### config.mk
export PLATFORM = sky130hd
export DESIGN_NAME = uart_rx_fifo
export DESIGN_NICKNAME = d
export VERILOG_FILES = /design/src/rtl/uart_rx_fifo.sv
export SDC_FILE = /design/constraint.sdc
export NUM_CORES = 1
export LEC_CHECK = 0
export CAP_MARGIN = 20
export CORE_MARGIN = 3
export CORE_UTILIZATION = 40
export CTS_CLUSTER_SIZE = 28
export DETAILED_ROUTE_END_ITERATION = 16
export SLEW_MARGIN = 10
export SYNTH_ARGS = -nofsm -noshare
export SYNTH_HDL_FRONTEND = slang
export SYNTH_SLANG_ARGS = --single-unit
### constraint.sdc
create_clock -name clk -period 4.75 [get_ports clk]
set_input_delay 1.425 -clock clk [delete_from_list [all_inputs] [get_ports clk]]
set_output_delay 1.425 -clock clk [all_outputs]
set_load 0.02 [all_outputs]
### src/rtl/uart_rx_fifo.sv
// 8N1 UART receiver with a small byte FIFO and sticky error flags.
// Bytes are sampled mid-bit from a two-flop synchronised rx line.
module uart_rx_fifo #(
  parameter int CLKS_PER_BIT = 104,
  parameter int FIFO_DEPTH   = 4,
  parameter int PTR_W        = 2
) (
  input  logic             clk,
  input  logic             reset_n,
  input  logic             rx,
  input  logic             pop,
  input  logic             clear_errors,
  output logic             uart_inbound,
  output logic [7:0]       uart_data,
  output logic [PTR_W:0]   fifo_count,
  output logic             overrun,
  output logic             frame_error
);

  localparam int CNT_W = $clog2(CLKS_PER_BIT);
  localparam logic [CNT_W-1:0] HALF_M1  = CNT_W'(CLKS_PER_BIT / 2 - 1);
  localparam logic [CNT_W-1:0] FULL_M1  = CNT_W'(CLKS_PER_BIT - 1);
  localparam logic [PTR_W:0]   CNT_FULL = (PTR_W + 1)'(FIFO_DEPTH);

  typedef enum logic [1:0] {
    IDLE  = 2'd0,
    START = 2'd1,
    DATA  = 2'd2,
    STOP  = 2'd3
  } state_t;

  logic             rx_meta_r;
  logic             rx_s_r;
  state_t           state_r;
  logic [CNT_W-1:0] baud_cnt_r;
  logic [2:0]       bit_idx_r;
  logic [7:0]       shift_r;
  logic             push_r;
  logic             frame_error_r;
  logic             overrun_r;
  logic [7:0]       mem_r [FIFO_DEPTH];
  logic [PTR_W-1:0] wr_ptr_r;
  logic [PTR_W-1:0] rd_ptr_r;
  logic [PTR_W:0]   count_r;

  logic empty_s;
  logic full_s;
  logic do_push_s;
  logic do_pop_s;
  logic stop_fail_s;

  assign empty_s     = (count_r == {(PTR_W + 1){1'b0}});
  assign full_s      = (count_r == CNT_FULL);
  // A full FIFO still accepts a push when the consumer frees a slot in the same cycle.
  assign do_push_s   = push_r && (!full_s || pop);
  assign do_pop_s    = pop && !empty_s;
  assign stop_fail_s = (state_r == STOP) && (baud_cnt_r == FULL_M1) && !rx_s_r;

  assign uart_inbound = !empty_s;
  assign uart_data    = empty_s ? 8'h00 : mem_r[rd_ptr_r];
  assign fifo_count   = count_r;
  assign overrun      = overrun_r;
  assign frame_error  = frame_error_r;

  // Two-flop synchroniser for the asynchronous rx line.
  always_ff @(posedge clk or negedge reset_n) begin
    if (!reset_n) begin
      rx_meta_r <= 1'b1;
      rx_s_r    <= 1'b1;
    end else begin
      rx_meta_r <= rx;
      rx_s_r    <= rx_meta_r;
    end
  end

  // Frame deserialiser; push_r pulses for one cycle after a valid stop bit.
  always_ff @(posedge clk or negedge reset_n) begin
    if (!reset_n) begin
      state_r    <= IDLE;
      baud_cnt_r <= {CNT_W{1'b0}};
      bit_idx_r  <= 3'd0;
      shift_r    <= 8'h00;
      push_r     <= 1'b0;
    end else begin
      push_r <= 1'b0;
      case (state_r)
        IDLE: begin
          baud_cnt_r <= {CNT_W{1'b0}};
          if (!rx_s_r) begin
            state_r <= START;
          end else begin
            state_r <= IDLE;
          end
        end
        START: begin
          if (baud_cnt_r == HALF_M1) begin
            baud_cnt_r <= {CNT_W{1'b0}};
            bit_idx_r  <= 3'd0;
            state_r    <= rx_s_r ? IDLE : DATA;
          end else begin
            baud_cnt_r <= baud_cnt_r + CNT_W'(1);
          end
        end
        DATA: begin
          if (baud_cnt_r == FULL_M1) begin
            baud_cnt_r         <= {CNT_W{1'b0}};
            shift_r[bit_idx_r] <= rx_s_r;
            if (bit_idx_r == 3'd7) begin
              state_r <= STOP;
            end else begin
              bit_idx_r <= bit_idx_r + 3'd1;
            end
          end else begin
            baud_cnt_r <= baud_cnt_r + CNT_W'(1);
          end
        end
        STOP: begin
          if (baud_cnt_r == FULL_M1) begin
            baud_cnt_r <= {CNT_W{1'b0}};
            state_r    <= IDLE;
            push_r     <= rx_s_r;
          end else begin
            baud_cnt_r <= baud_cnt_r + CNT_W'(1);
          end
        end
        default: begin
          state_r    <= IDLE;
          baud_cnt_r <= {CNT_W{1'b0}};
        end
      endcase
    end
  end

  // Sticky frame error; a same-cycle set beats clear_errors.
  always_ff @(posedge clk or negedge reset_n) begin
    if (!reset_n) begin
      frame_error_r <= 1'b0;
    end else if (stop_fail_s) begin
      frame_error_r <= 1'b1;
    end else if (clear_errors) begin
      frame_error_r <= 1'b0;
    end else begin
      frame_error_r <= frame_error_r;
    end
  end

  // Sticky overrun: a push was dropped because the FIFO was full and not popped.
  always_ff @(posedge clk or negedge reset_n) begin
    if (!reset_n) begin
      overrun_r <= 1'b0;
    end else if (push_r && full_s && !pop) begin
      overrun_r <= 1'b1;
    end else if (clear_errors) begin
      overrun_r <= 1'b0;
    end else begin
      overrun_r <= overrun_r;
    end
  end

  // FIFO storage, pointers and occupancy count.
  always_ff @(posedge clk or negedge reset_n) begin
    if (!reset_n) begin
      for (int i = 0; i < FIFO_DEPTH; i++) begin
        mem_r[i] <= 8'h00;
      end
      wr_ptr_r <= {PTR_W{1'b0}};
      rd_ptr_r <= {PTR_W{1'b0}};
      count_r  <= {(PTR_W + 1){1'b0}};
    end else begin
      if (do_push_s) begin
        mem_r[wr_ptr_r] <= shift_r;
        wr_ptr_r        <= wr_ptr_r + PTR_W'(1);
      end
      if (do_pop_s) begin
        rd_ptr_r <= rd_ptr_r + PTR_W'(1);
      end
      if (do_push_s && !do_pop_s) begin
        count_r <= count_r + (PTR_W + 1)'(1);
      end else if (do_pop_s && !do_push_s) begin
        count_r <= count_r - (PTR_W + 1)'(1);
      end else begin
        count_r <= count_r;
      end
    end
  end

endmodule

Word-level counts from Yosys, hierarchy flattened. Index checks and enable logic that the tools add are counted. Widths: inputs -> output; s select.

Magnitude comparators: 5. Multipliers: 0. Equal/unequal tests: 12. $add $sub $neg: 6. Bitwise operators: 2. Reduce and logical (&&, ||, !) cells: 27. Mux-type cells: 31. Div/mod/pow operators: 0. Shift operators: 0.

Operators with widths (count): $bwmux 32 (1); $mux 8 (4); $pmux 7 s3 (1); $bmux 8 s2 (1); $demux 8 s2 (1); $mux 3 (5); $mux 7 (2); $logic_and 1x1->1 (10); $mux 2 (5); $bwmux 8 (1); $ne 2x2->1 const B (4); $pmux 2 s4 (1); $reduce_and 4->1 (2); $reduce_bool 2->1 (4); $add 7x1->7 const B (1); $eq 7x6->1 const B (1); $eq 7x7->1 const B (1); $mux 1 (7); $add 3x1->3 const B (2); $eq 3x3->1 const B (2); $ge 3x3->1 const B (2); $logic_not 1->1 (6); $not 2->3 (2); $pmux 3 s2 (1); 14 further kinds (16).

Bits in latches: 0. Output and inout bits: 14. Input port bits: 5. ROM bits: 0. Bits in registers: 64. Word-level logic and storage cells: 99. Memories kept: 0. Bits in writable memories: 0.

Logic depth before layout (Yosys ltp). Gate-level depths: netlist of run 1.

Depth after elaboration: 8. Mapped depth: 10. Mapped depth without buffers: 9.

Worst setup path before layout of run 1. No wires, ideal clock.

Path kind: input port to flip-flop. Start: input pop. End: register count_r[1], in the netlist fifo_count[1]. Data arrival time: 3.325 ns. Required time: 4.625 ns. Cell stages on the path: 8. Path buffers: 1. Setup time: 0.125 ns. Path slack: 1.300 ns. Cells stage by stage: or4b_2 buf_2 nand2_1 inv_1 ha_1 inv_1 fa_1 mux2_2.

Cells in the longest elaborated chain, start to end: 5. Elaborated cells between the ends (all ways): 9. Classes of those cells: mux (1); reduce/logical (8).

Ends and longest elaborated chain: start, declared (RTL line 11) `input logic pop,`; $logic_or 1x1->1 (*) (RTL line 55) `assign do_push_s = push_r && (!full_s || pop);`; $logic_and 1x1->1 (*) (RTL line 55); via do_push_s (RTL line 48) `logic do_push_s;`; $logic_not 1->1 (RTL line 179) `end else if (do_pop_s && !do_push_s) begin`; $logic_and 1x1->1 (RTL line 179); $reduce_bool 2->1 (no source line); end signal, assigned (RTL line 178) `count_r <= count_r + (PTR_W + 1)'(1);`; end signal, assigned (RTL line 180) `count_r <= count_r - (PTR_W + 1)'(1);`; end signal, assigned (RTL line 182) `count_r <= count_r;`; end, declared (RTL line 44) `logic [PTR_W:0] count_r;`.

The timed path passes the listed nets; every way through them passes the cells marked *. A chain may end at the register's enable or synchronous reset.

Final worst setup path of run 1.
Start: register rd_ptr_r[0]. End: output uart_data[1].

Cells in the longest elaborated chain, start to end: 5.

Ends and longest elaborated chain: start, declared (RTL line 43) `logic [PTR_W-1:0] rd_ptr_r;`; start signal, assigned (RTL line 167) `rd_ptr_r <= {PTR_W{1'b0}};`; start signal, assigned (RTL line 175) `rd_ptr_r <= rd_ptr_r + PTR_W'(1);`; $not 2->3 (not written as such) (RTL line 60) `assign uart_data = empty_s ? 8'h00 : mem_r[rd_ptr_r];`; $bmux 8 s2 (RTL line 60); $mux 8 (not written as such) (2 in a row) (RTL line 60); $mux 8 (RTL line 60); end, declared (RTL line 14) `output logic [7:0] uart_data,`.

Every way passes these cells. The select of a mux whose other input is x is not followed.

==> results of run 1 <==
-- routing by layer --
metal	track usage, %	up-vias	part of all wire (%)
met5	0	-	0
met2	20.5	22	45
met1	19.0	926	50
li1	-	896	-
met3	3.93	8	3.1
met4	6.50	0	1.7
-- through the flow --
stage	instance area (um2)	setup slack, ns
2_1_floorplan	3090	1.30
3_3_place_gp	3350	0.802
3_5_place_dp	3350	0.779
4_1_cts	3600	0.914
5_1_grt	3600	0.847
6_report	3600	0.970
-- power groups by stage --
| stage | clock network, W | registers (W) | logic (W) |
|---|---|---|---|
| floorplan | 0 | 0.000557 | 0.00000170 |
| global placement | 0 | 0.000558 | 0.0000161 |
| detailed placement | 0 | 0.000558 | 0.0000159 |
| CTS | 0.000600 | 0.000548 | 0.0000159 |
| global route | 0.000626 | 0.000548 | 0.0000176 |
| finish | 0.000584 | 0.000548 | 0.0000148 |
-- cells in the final DEF, fill, tap and decap left out, types with 2 or more instances in the layout --
master,netlist,layout
dfrtp_1,62,62
inv_1,10,10
clkdlybuf4s50_1,0,17
clkbuf_8,0,10
nand3b_1,4,4
xor2_1,4,4
and2_1,8,8
a21oi_1,4,4
nand2_1,6,6
or4b_2,2,2
xnor2_1,5,5
o21ai_0,7,7
nand4b_1,4,4
nor2_1,4,4
nand3_2,4,4
nand3_1,7,7
or3_1,3,3
nor3b_1,2,2
mux2i_1,4,4
ha_1,8,8
a22oi_1,3,3
dfstp_2,2,2
mux4_2,8,8
bufinv_16,0,3
mux2_2,42,42
nor3_1,4,4
-- critical path: stages, from the launching register on --
cell and delay, ns:
dfrtp_1 0.73, mux4_2 0.57, and2_1 0.18, clkdlybuf4s50_1 0.53
-- flip-flops by register name, summed over array words and instances (netlist names), named ones only --
name and count:
mem_r 32, fifo_count 3, shift_r 8, state_r 1
overrun 1, rd_ptr_r 2, baud_cnt_r 7, rx_s_r 1
bit_idx_r 3, push_r 1, wr_ptr_r 2, frame_error 1
rx_meta_r 1
-- path summary, 6_finish.rpt --
kind,startpoint,to,slack (ns),cells past startpoint
setup reg to reg,fifo_count[1],fifo_count[1],2.26,7
hold reg to reg,rx_meta_r,rx_s_r,0.36,0
setup / recovery,rd_ptr_r[0],uart_data[1],0.97,3
hold / removal,rx_meta_r,rx_s_r,0.36,0
min in group asynchronous,reset_n,wr_ptr_r[0],1.21,1
max in group asynchronous,reset_n,shift_r[3],2.68,2
-- cell families after synthesis --
| group | synth area share (%) |
|---|---|
| and+or+nand+nor | 12.2 |
| adders and majority gates | 3.89 |
| DFF | 51.9 |
| buffers and inverters | 2.87 |
| muxes | 22.4 |
| xor gates and xnor gates | 2.55 |
| AOI/OAI and AO/OA | 4.17 |
-- final cells by class --
type	count	area share, %
timing repair buffer	19	5.07
sequential	64	44.6
clock buffer	10	3.82
tap	99	3.44
clock inverter	6	3.20
inverter	10	1.04
multi-input combinational	148	38.9
==> run metrics, run 1 <==
clock power share 50.9%; final worst-path cycle share 79.6%; hpwl dp 3650 um; library cell with the highest instance count after synthesis dfrtp_1; count of maximum capacitance violations 0; Overflow after GRT 0; post-synth top area share 50.2%; setup_tns 0 ns; top cells by area, synth dfrtp_1 50%, mux2_2 15%, mux4_2 5.8%, ha_1 3.2%, dfstp_2 1.7%; internal power consumption 0.000915 W; Resized Gates After CTS 0; total power of the final layout 0.00115 W; area of the die 8820 um2; post-synth design cell area 3090 um2; Slew headroom 40.7%; number of buffers inserted by port buffering 18; CP endpoint kind output pin; number of nets with antenna violations after routing 0; Initial Utilization 42.0%; RSZ-0062 raised after global routing false; Core Box Area 7370 um2; EDFF count, synth 0; combined area of the multi-input logic cells 1400 um2; Post-synth top cells 62 x dfrtp_1, 42 x mux2_2, 10 x inv_1; share of total power in sequential cells 47.8%; Avg Synthesized Cell Area 13.3 um2; share of synthesized area occupied by flip-flops and latches 51.9%; total number of placement rows 31; first-pass detailed-route iteration total 4; arrival time at the worst endpoint 2.35 ns; dominant synthesized flop cell dfrtp_1; Hold WC Path Type reg2reg; first-iteration detailed-routing DRC count 50; clock tree buffer depth 2; Util after Layout 48.8%; Net Switching 0.000231 W; signed area change from the synthesized netlist to the final layout 16.4%; final wirelength 5450 um; outcome finished, final reports clean; via-per-instance ratio 5.20; required time reported for the critical path endpoint 3.32 ns; clock insertion delay at the later pin of the skew report 0.34 ns; CTS buffer count 9; vias in the first global route 1,859; total of hold buffers inserted after clock tree synthesis 0; leakage power summed over all cells 1.64 nW; switching power as a share of total power 20.1%; share of synthesized flip-flops with an asynchronous set or reset 100%; register area 1600 um2; total via count in the routed design 1,852; clock transition at the registers of the reported paths 0.07 ns; Final Instance Count excl. Fillers 356; ANT cells 0; Fillers 659; routed len/inst 15.3 um; DRC violations left 0; number of levels in the clock H-tree 3; cell taking the most area after synthesis dfrtp_1; cell count after placement 340; weighted congestion reported at the end of routability-driven placement 0.713; final setup fails 0; clock tree from TritonCTS built; layout cell share with drive strength beyond 1 30.4%; clock sink count 64; critical path peak fanout 10; Worst Clk Skew 0.0130 ns; Vert. Die Dim 93.9 um; number of warnings reported in the yosys synthesis log 0; Hold Vio Cnt, Final 0; all-layer global routing usage 13.9%; number of top-level design ports 19; Min Hold Slack 0.356 ns; Max Fclk 0.265 GHz; combinational share of power 1.3%; critical setup path kind reg2out; largest net degree at the start of global routing 41; antenna violations before repair 0; Max VDD drop 0.000140 V; startpoint class of the critical path flip-flop; final-stage net count 266; count of cell types in the netlist 41; global-route wire length before repair 9340 um; measured slew at the worst slew-check pin 0.889 ns; CTS Root Buffer Type clkbuf_8; setup repair bufs after CTS 0; total nets after synthesis 247; final number of max-transition violations 0; post-layout minimum cycle time 3.78 ns; total of flip-flops plus latches after synthesis 64; cell area power density 318 nW/um2; horizontal die dimension 93.9 um; synthesized instance count 233
No activity file was read; power rests on OpenSTA's default activity.
==> inputs of run 2 (changes only) <==
==> constraint.sdc (replaced) <==
create_clock -name clk -period 3.75 [get_ports clk]
set_input_delay 1.125 -clock clk [delete_from_list [all_inputs] [get_ports clk]]
set_output_delay 1.125 -clock clk [all_outputs]
set_load 0.02 [all_outputs]
==> run metrics, run 2 (synthesized netlist as in run 1, its figures left out) <==
routed len/inst 15.1 um (-1.4%); number of nets with antenna violations after routing 0 (unchanged); most heavily used metal layer in global routing met2; Resized Gates After CTS 0 (unchanged); number of levels in the clock H-tree 3 (unchanged); ANT cells 0 (unchanged); CTS Root Buffer Type clkbuf_8; internal power consumption 0.00100 W (+9.6%); signed area change from the synthesized netlist to the final layout 15.3%; layout cell share with drive strength beyond 1 31.2% (+0.80 points); outcome finished, final reports clean; first-pass detailed-route iteration total 4 (unchanged); RSZ-0062 raised after global routing false; GR Util met2 21.2% (+0.77 points); Net Switching 0.000290 W (+26%); number of flip-flops in the largest register 32 (unchanged); first-iteration detailed-routing DRC count 71 (+42%); antenna violations before repair 0 (unchanged); clock tree buffer depth 2 (unchanged); Slew headroom 56.4% (+16 points); CTS buffer count 9 (unchanged); required time reported for the critical path endpoint 2.62 ns (-0.70 ns); Fillers 671 (+1.8%); Max Fclk 0.306 GHz; routing usage on met1 19.3% (+0.32 points); weighted congestion reported at the end of routability-driven placement 0.727 (+1.9%); leakage power summed over all cells 1.62 nW (-0.82%); total number of placement rows 31 (unchanged); clock tree from TritonCTS built; via-per-instance ratio 5.24 (+0.77%); final setup fails 0 (unchanged); hpwl dp 3640 um (-0.18%); critical setup path kind reg2out; global-route wire length before repair 9580 um (+2.6%); vias in the first global route 1,855 (-0.22%); Core Box Area 7370 um2 (unchanged); largest net degree at the start of global routing 26 (-37%); clock transition at the registers of the reported paths 0.08 ns (about the same); clock sink count 64 (unchanged); area of the die 8820 um2 (unchanged); setup_tns 0 ns (unchanged); slowest library cell on the worst path mux4_2; clock insertion delay at the later pin of the skew report 0.34 ns (about the same); critical path peak fanout 10 (unchanged); register area 1600 um2 (unchanged); total via count in the routed design 1,882 (+1.6%); crit-path max cell delay 0.54 ns (-0.19 ns); measured slew at the worst slew-check pin 0.647 ns (-0.242 ns); Largest Register mem_r; DRC violations left 0 (unchanged); Hold WC Path Type reg2reg; all-layer global routing usage 14.3% (+0.34 points); post-layout minimum cycle time 3.26 ns; clock power share 44.8% (-6.1 points); Max VDD drop 0.000217 V (+54%); count of maximum capacitance violations 0 (unchanged); Vert. Die Dim 93.9 um (unchanged); cell area power density 363 nW/um2 (+14%); Worst Clk Skew 0.0105 ns (-0.00256 ns); share of total power in sequential cells 53.7% (+5.9 points); Initial Utilization 42.0% (unchanged); arrival time at the worst endpoint 2.14 ns (-0.21 ns); sequence of cells on the critical path buf_4 -> mux4_2 -> and2_1 -> clkdlybuf4s50_1; Hold Vio Cnt, Final 0 (unchanged); number of top-level design ports 19 (unchanged); final-stage net count 269 (+1.1%); final number of max-transition violations 0 (unchanged); combined area of the multi-input logic cells 1400 um2 (unchanged); commonest non-fill, non-tap cell in the layout dfrtp_1; startpoint class of the critical path flip-flop; largest registers mem_r x32, shift_r x8, baud_cnt_r x7; Overflow after GRT 0 (unchanged); CP endpoint kind output pin; commonest cells after routing, fill and taps aside 62 x dfrtp_1, 42 x mux2_2, 17 x clkdlybuf4s50_1; Top delay family on crit path buffers and inverters; number of buffers inserted by port buffering 18 (unchanged); final worst-path cycle share 87.0%; switching power as a share of total power 22.4% (+2.3 points); total power of the final layout 0.00129 W (+13%); final wirelength 5420 um (-0.55%); combinational share of power 1.5% (+0.2 points); setup repair bufs after CTS 0 (unchanged); global routing usage on met3 4.41% (+0.48 points); horizontal die dimension 93.9 um (unchanged); number of buffer and inverter stages on the critical path 2 (+1); total of hold buffers inserted after clock tree synthesis 0 (unchanged)
run 2: cell count changes in the layout (fill, tap and decap cells not counted):
cell        before  now
clkinv_2         0    2
buf_4            1    4
clkbuf_8        10    9
clkinv_4         1    2
clkinvlp_4       1    2
bufinv_16        3    1
inv_6            1    0
run 2: cell type report:
type,count,share of cell area (%)
clock buffer,9,3.47
clock inverter,7,2.04
inverter,10,1.05
multi-input combinational,148,39.2
sequential,64,45.0
tap,99,3.47
timing repair buffer,22,5.75
run 2: worst paths after layout:
check,end,cells after the start,slack (ns),startpoint
worst max-delay path,uart_data[1],4,0.49,rd_ptr_r[0]
worst min-delay path,rx_s_r,0,0.36,rx_meta_r
worst max register to register,fifo_count[1],7,1.37,fifo_count[0]
min in group asynchronous,fifo_count[2],1,0.77,reset_n
worst min register to register,rx_s_r,0,0.36,rx_meta_r
max in group asynchronous,rx_meta_r,2,2.22,reset_n
run 2: stage by stage:
| stage | worst slack (ns) | hold slack (ns) | instance area, um2 | utilization [%] | std cells |
|---|---|---|---|---|---|
| after floorplan | 0.600 | 0.345 | 3090 | - | 233 |
| after global placement | 0.240 | 0.348 | 3370 | 45.7 | 343 |
| after detailed placement | 0.198 | 0.347 | 3370 | 45.7 | 343 |
| after CTS | 0.435 | 0.357 | 3570 | 48.4 | 359 |
| after global routing | 0.384 | 0.360 | 3570 | 48.4 | 359 |
| final | 0.487 | 0.355 | 3570 | 48.4 | 359 |
run 2: per-layer routing:
| metal | share of wire [%] | wire (um) |
|---|---|---|
| met5 | 0 | 0 |
| met4 | 1.5 | 80 |
| met3 | 3.8 | 204 |
| met2 | 47 | 2540 |
| met1 | 48 | 2600 |
run 2: power groups by stage:
stage	clock network (W)	logic [W]	registers (W)
after floorplan	0	0.00000215	0.000706
after detailed placement	0	0.0000211	0.000707
final	0.000579	0.0000198	0.000694
after global routing	0.000631	0.0000233	0.000694
after global placement	0	0.0000211	0.000707
after CTS	0.000603	0.0000212	0.000694
